`src/rtl/popcnt_pkg.sv`:
```
// rtl/popcnt_pkg.sv - shared widths and thermometer helpers for popcount_sn_pipe
package popcnt_pkg;

    localparam int MAX_GROUP = 8;

    function automatic int cnt_w(input int n);
        return $clog2(n + 1);
    endfunction

    // Sorted codes carry their ones from bit 0 upward, so the highest set bit gives the count.
    function automatic logic [3:0] therm2bin(input logic [MAX_GROUP-1:0] code);
        logic [3:0] n;
        n = '0;
        for (int i = 0; i < MAX_GROUP; i++) begin
            if (code[i]) n = 4'(i + 1);
        end
        return n;
    endfunction

endpackage

```
`src/rtl/sn_sort_group.sv`:
```
// rtl/sn_sort_group.sv - odd-even transposition sorting network on single bits
module sn_sort_group #(
    parameter int GROUP = 4
) (
    input  logic [GROUP-1:0] din,
    output logic [GROUP-1:0] dout
);

    logic [GROUP:0][GROUP-1:0] st;

    assign st[0] = din;

    // GROUP alternating compare-exchange layers fully sort GROUP elements; OR moves ones toward bit 0.
    for (genvar s = 0; s < GROUP; s++) begin : g_stage
        for (genvar i = 0; i < GROUP; i++) begin : g_bit
            if ((i % 2) == (s % 2) && (i + 1) < GROUP) begin : g_hi
                assign st[s+1][i] = st[s][i] | st[s][i+1];
            end else if (i >= 1 && ((i - 1) % 2) == (s % 2)) begin : g_lo
                assign st[s+1][i] = st[s][i-1] & st[s][i];
            end else begin : g_pass
                assign st[s+1][i] = st[s][i];
            end
        end
    end

    assign dout = st[GROUP];

endmodule

```
`src/rtl/popcount_sn_pipe.sv`:
```
// rtl/popcount_sn_pipe.sv - two-stage sorting-network ones counter with burst accumulate
module popcount_sn_pipe
    import popcnt_pkg::*;
#(
    parameter int N_IN  = 7,
    parameter int GROUP = 4,
    parameter int ACC_W = 16
) (
    input  logic              clk,
    input  logic              rst_n,
    input  logic              cfg_acc_mode,
    input  logic              in_valid,
    output logic              in_ready,
    input  logic [N_IN-1:0]   in_data,
    input  logic              in_last,
    output logic              out_valid,
    input  logic              out_ready,
    output logic [ACC_W-1:0]  out_count,
    output logic              out_sat
);

    localparam int CNT_W = cnt_w(N_IN);
    localparam int NG    = (N_IN + GROUP - 1) / GROUP;
    localparam int PW    = NG * GROUP;

    logic [PW-1:0]    padded;
    logic [PW-1:0]    sorted;
    logic [PW-1:0]    s1_therm;
    logic             s1_valid;
    logic             s1_mode;
    logic             s1_last;
    logic             s2_ready;
    logic             s1_adv;
    logic [CNT_W-1:0] s2_cnt;
    logic [ACC_W-1:0] acc;
    logic             sticky;
    logic [ACC_W:0]   acc_sum;
    logic             acc_ovf;
    logic [ACC_W-1:0] acc_sat;

    assign padded = PW'(in_data);

    for (genvar g = 0; g < NG; g++) begin : g_grp
        sn_sort_group #(.GROUP(GROUP)) u_sort (
            .din  (padded[g*GROUP +: GROUP]),
            .dout (sorted[g*GROUP +: GROUP])
        );
    end

    assign s2_ready = !out_valid || out_ready;
    assign in_ready = !s1_valid || s2_ready;
    assign s1_adv   = s1_valid && s2_ready;

    always_ff @(posedge clk or negedge rst_n) begin
        if (!rst_n) begin
            s1_valid <= 1'b0;
            s1_therm <= '0;
            s1_mode  <= 1'b0;
            s1_last  <= 1'b0;
        end else if (in_ready) begin
            s1_valid <= in_valid;
            if (in_valid) begin
                s1_therm <= sorted;
                s1_mode  <= cfg_acc_mode;
                s1_last  <= in_last;
            end
        end
    end

    always_comb begin
        logic [MAX_GROUP-1:0] code;
        code   = '0;
        s2_cnt = '0;
        for (int g = 0; g < NG; g++) begin
            code = '0;
            code[GROUP-1:0] = s1_therm[g*GROUP +: GROUP];
            s2_cnt = s2_cnt + CNT_W'(therm2bin(code));
        end
    end

    assign acc_sum = {1'b0, acc} + (ACC_W+1)'(s2_cnt);
    assign acc_ovf = acc_sum[ACC_W];
    assign acc_sat = acc_ovf ? {ACC_W{1'b1}} : acc_sum[ACC_W-1:0];

    // Non-last accumulate beats retire into acc without touching the output register.
    always_ff @(posedge clk or negedge rst_n) begin
        if (!rst_n) begin
            out_valid <= 1'b0;
            out_count <= '0;
            out_sat   <= 1'b0;
            acc       <= '0;
            sticky    <= 1'b0;
        end else begin
            if (out_valid && out_ready) out_valid <= 1'b0;
            if (s1_adv) begin
                if (!s1_mode) begin
                    out_valid <= 1'b1;
                    out_count <= ACC_W'(s2_cnt);
                    out_sat   <= 1'b0;
                end else if (!s1_last) begin
                    acc    <= acc_sat;
                    sticky <= sticky | acc_ovf;
                end else begin
                    out_valid <= 1'b1;
                    out_count <= acc_sat;
                    out_sat   <= sticky | acc_ovf;
                    acc       <= '0;
                    sticky    <= 1'b0;
                end
            end
        end
    end

endmodule

```
`config.mk`:
```
export PLATFORM = sky130hd
export DESIGN_NAME = popcount_sn_pipe
export DESIGN_NICKNAME = d
export VERILOG_FILES = /design/src/rtl/popcnt_pkg.sv /design/src/rtl/sn_sort_group.sv /design/src/rtl/popcount_sn_pipe.sv
export SDC_FILE = /design/constraint.sdc
export NUM_CORES = 1
export LEC_CHECK = 0
export ABC_CLOCK_PERIOD_IN_PS = 4250
export CAP_MARGIN = 20
export CORE_MARGIN = 5
export CORE_UTILIZATION = 30
export DETAILED_ROUTE_END_ITERATION = 7
export HOLD_SLACK_MARGIN = 0.05
export PLACE_DENSITY_LB_ADDON = 0.08
export SYNTH_ARGS = -nofsm -noshare
export SYNTH_HDL_FRONTEND = slang
export SYNTH_SLANG_ARGS = --single-unit
```
`constraint.sdc`:
```
create_clock -name clk -period 4.25 [get_ports clk]
set_input_delay 0.85 -clock clk [delete_from_list [all_inputs] [get_ports clk]]
set_output_delay 0.85 -clock clk [all_outputs]
set_load 0.01 [all_outputs]
```
==> impl_metrics.env <==
export IMPL_outcome="complete, no violations"
export IMPL_dieArea_um2=10100
export IMPL_wl_met3_um=214
export IMPL_core_region_area_um2=8093
export IMPL_max_stage_delay_ns=0.69
export IMPL_synth_largest_area_cell="dfrtp_1"
export IMPL_cts_root_buf="clkbuf_8"
export IMPL_path_common_cell="ha_1"
export IMPL_area_growth_pct=20.68
export IMPL_antenna_cells=0
export IMPL_final_area_um2=2964
export IMPL_async_flop_share=1.000
export IMPL_synth_seq_cells=45
export IMPL_cts_buffers=5
export IMPL_worstSkewPairLatency_ns=0.30
export IMPL_grt_pass1_vias=2043
export IMPL_clkSlewWorstSetupHoldPaths_ns=0.08
export IMPL_synthCells=258
export IMPL_skew_ns=0.006265
export IMPL_p_per_area_nw_per_um2=394.6
export IMPL_clockPowerShare=0.233
export IMPL_synth_edf_count=0
export IMPL_gp_congestion=0.7997
export IMPL_highest_layer="met4"
export IMPL_cts_hold_fix_buffers=0
export IMPL_routed_wl_um=5816
export IMPL_ys_flop_type="dfrtp_1"
export IMPL_power_frac_seq=0.444
export IMPL_synth_cell_types=47
export IMPL_cp_slowest_cell="or2_0"
export IMPL_crit_fanout=15
export IMPL_grt_max_degree=26
export IMPL_p_int_uw=778.6
export IMPL_vdd_ir_drop_max_v=0.0001198
export IMPL_gr_total_overflow=0
export IMPL_min_period_ns=3.519
export IMPL_yosysMostFrequentCell="dfrtp_1"
export IMPL_wl_per_cell_um=14.84
export IMPL_swShare=0.3343
export IMPL_grt_antenna_before_repair=0
export IMPL_p_total_uw=1170
export IMPL_dr_pass1_iters=4
export IMPL_slew_headroom=0.4383
export IMPL_grt_setup_unrepaired="false"
export IMPL_viasPerCell=4.918
export IMPL_cp_cell_sequence="inv_1 > a21oi_1 > nor2_1 > ha_1 > fa_1 > xor2_1 > ha_1 > and2b_1 > o2111ai_4 > or2_0 > o21ai_0 > a22o_1"
export IMPL_dr_first_iter_drc_count=75
export IMPL_met2_length_um=2797
export IMPL_rows=33
export IMPL_start_kind="flop"
export IMPL_grt_pass1_wl_um=10050
export IMPL_cts_path_max_buffers=2
export IMPL_cts_resized=0
export IMPL_combPwrFrac=0.323
export IMPL_dieWidth_um=100.5
export IMPL_ios=32
export IMPL_yosys_warnings=0
export IMPL_crit_type="flop to flop"
export IMPL_hpwl_um=4132
export IMPL_yosys_top_cells_area="dfrtp_1 46%, o21ai_0 6.1%, nand2_1 5.8%, a22o_1 5.0%, xor2_1 2.9%"
export IMPL_ys_seq_area_frac=0.4585
export IMPL_htree_num_levels=2
export IMPL_final_antenna_net_count=0
export IMPL_endpoint_kind="flop"
export IMPL_grt_use_total=0.1267
export IMPL_cts_sinks=45
export IMPL_start_util=0.3035
export IMPL_tns_ns=0
export IMPL_slew_violations=0
export IMPL_remaining_drc_errors=0
export IMPL_synth_avg_cell_area_um2=9.520
export IMPL_hold_violations=0
export IMPL_syn_area_um2=2456
export IMPL_min_path_type="flop to flop"
export IMPL_yosys_top_cells_count="45 x dfrtp_1, 38 x nand2_1, 30 x o21ai_0"
export IMPL_drv_cap=0
export IMPL_leakage_uw=0.001339
export IMPL_synthesis_nets=277
export IMPL_setup_viol=0
export IMPL_tightest_slew_ns=0.8426
export IMPL_port_buffers=31
export IMPL_dpl_cell_area_um2=2878
export IMPL_post_cts_buffers=0
export IMPL_fin_crit_sh=0.8279
export IMPL_arrival_ns=3.71
export IMPL_die_h_um=100.5
export IMPL_wl_met1_um=2708
export IMPL_vias=1928
export IMPL_cts_tree="done"
export IMPL_switching_power_uw=391.0
export IMPL_crit_required_ns=4.44
export IMPL_final_nets=306
export IMPL_clock_fmax_mhz=284.2
export IMPL_drive_gt1_frac=0.08014
export IMPL_yosysTopAreaCellShare=0.4585
worst max-delay path: cells and delay by family (launching register included):
family	cells	cell delay, ns
AND/OR/NAND/NOR	3	0.99
adder cells (fa/ha/maj)	3	0.91
AO/OA/AOI/OAI	4	0.90
flip-flops	1	0.37
XOR/XNOR	1	0.21
buffers and inverters	1	0.05
power by group through the flow:
stage                     logic, uW  registers [uW]  clock network [uW]
after global placement          380             528                   0
after detailed placement        383             530                   0
after floorplan                 238             529                   0
after CTS                       385             521                 284
after global routing            427             529                 303
final                           378             520                 272
per-layer routing:
layer	vias up	global-route usage
met4	0	0.04145
met3	6	0.02907
li1	979	-
met5	-	0
met2	33	0.2115
met1	910	0.1622
through the flow:
| stage | util | std cells | hold slack (ns) | setup slack, ns |
|---|---|---|---|---|
| 6_report | 0.3663 | 392 | 0.4692 | 0.7313 |
| 4_1_cts | 0.3663 | 392 | 0.4746 | 0.7019 |
| 3_5_place_dp | 0.3556 | 385 | 0.4552 | 0.7082 |
| 2_1_floorplan | - | 258 | 0.4453 | 1.344 |
| 5_1_grt | 0.3663 | 392 | 0.5024 | 0.4916 |
| 3_3_place_gp | 0.3531 | 384 | 0.4537 | 0.7917 |
registers in the layout (all words and copies together), names as in the netlist:
signal	count
out_valid	1
s1_valid	1
s1_therm	7
out_sat	1
acc	16
s1_last	1
sticky	1
s1_mode	1
out_count	16
final cells by class:
cell class | instances | area, um^2
Fill cell | 862 | 5129
Multi-Input combinational cell | 193 | 1242
Sequential cell | 45 | 1126
Timing Repair Buffer | 36 | 355.3
Tap cell | 105 | 131.4
Clock buffer | 7 | 86.33
Inverter | 6 | 22.52
cell usage in the layout (no fill, tap or decap), drive strengths merged, types with 2 or more instances in the layout:
cell / count
nand2: 38
or3b: 2
xnor2: 4
o21ai: 30
ha: 4
a21o: 8
and3: 4
a31oi: 2
nand3: 9
nand4: 5
or2: 2
a21oi: 14
and4: 2
buf: 6
o31ai: 4
nor2b: 2
dfrtp: 45
clkdlybuf4s50: 30
clkbuf: 7
xor2: 8
a221o: 3
o22ai: 2
mux2: 2
inv: 6
and2: 5
nand2b: 4
fa: 2
a22o: 14
nor2: 12
kinds of logic (layout without fill, tap and decap cells):
group           count (synthesis)  in the layout  share of synthesized area
mux                             2              2                   0.009169
buf+inv                        20             49                    0.03770
compound gates                 82             82                     0.2287
fa+ha+maj                       7              7                    0.04076
simple gates                   90             90                     0.1824
flops                          45             45                     0.4585
xor+xnor                       12             12                    0.04279
worst paths after layout:
kind	from	to	slack [ns]	cells after the start
setup reg to reg	s1_therm[1]	acc[5]	0.73	12
min in group asynchronous	rst_n	out_count[15]	0.51	1
hold / removal	out_count[7]	out_count[7]	0.47	2
max in group asynchronous	rst_n	s1_therm[4]	3.22	2
setup / recovery	s1_therm[1]	acc[5]	0.73	12
hold reg to reg	out_count[7]	out_count[7]	0.47	2
Note: power is estimated with default switching activity, not from simulation.
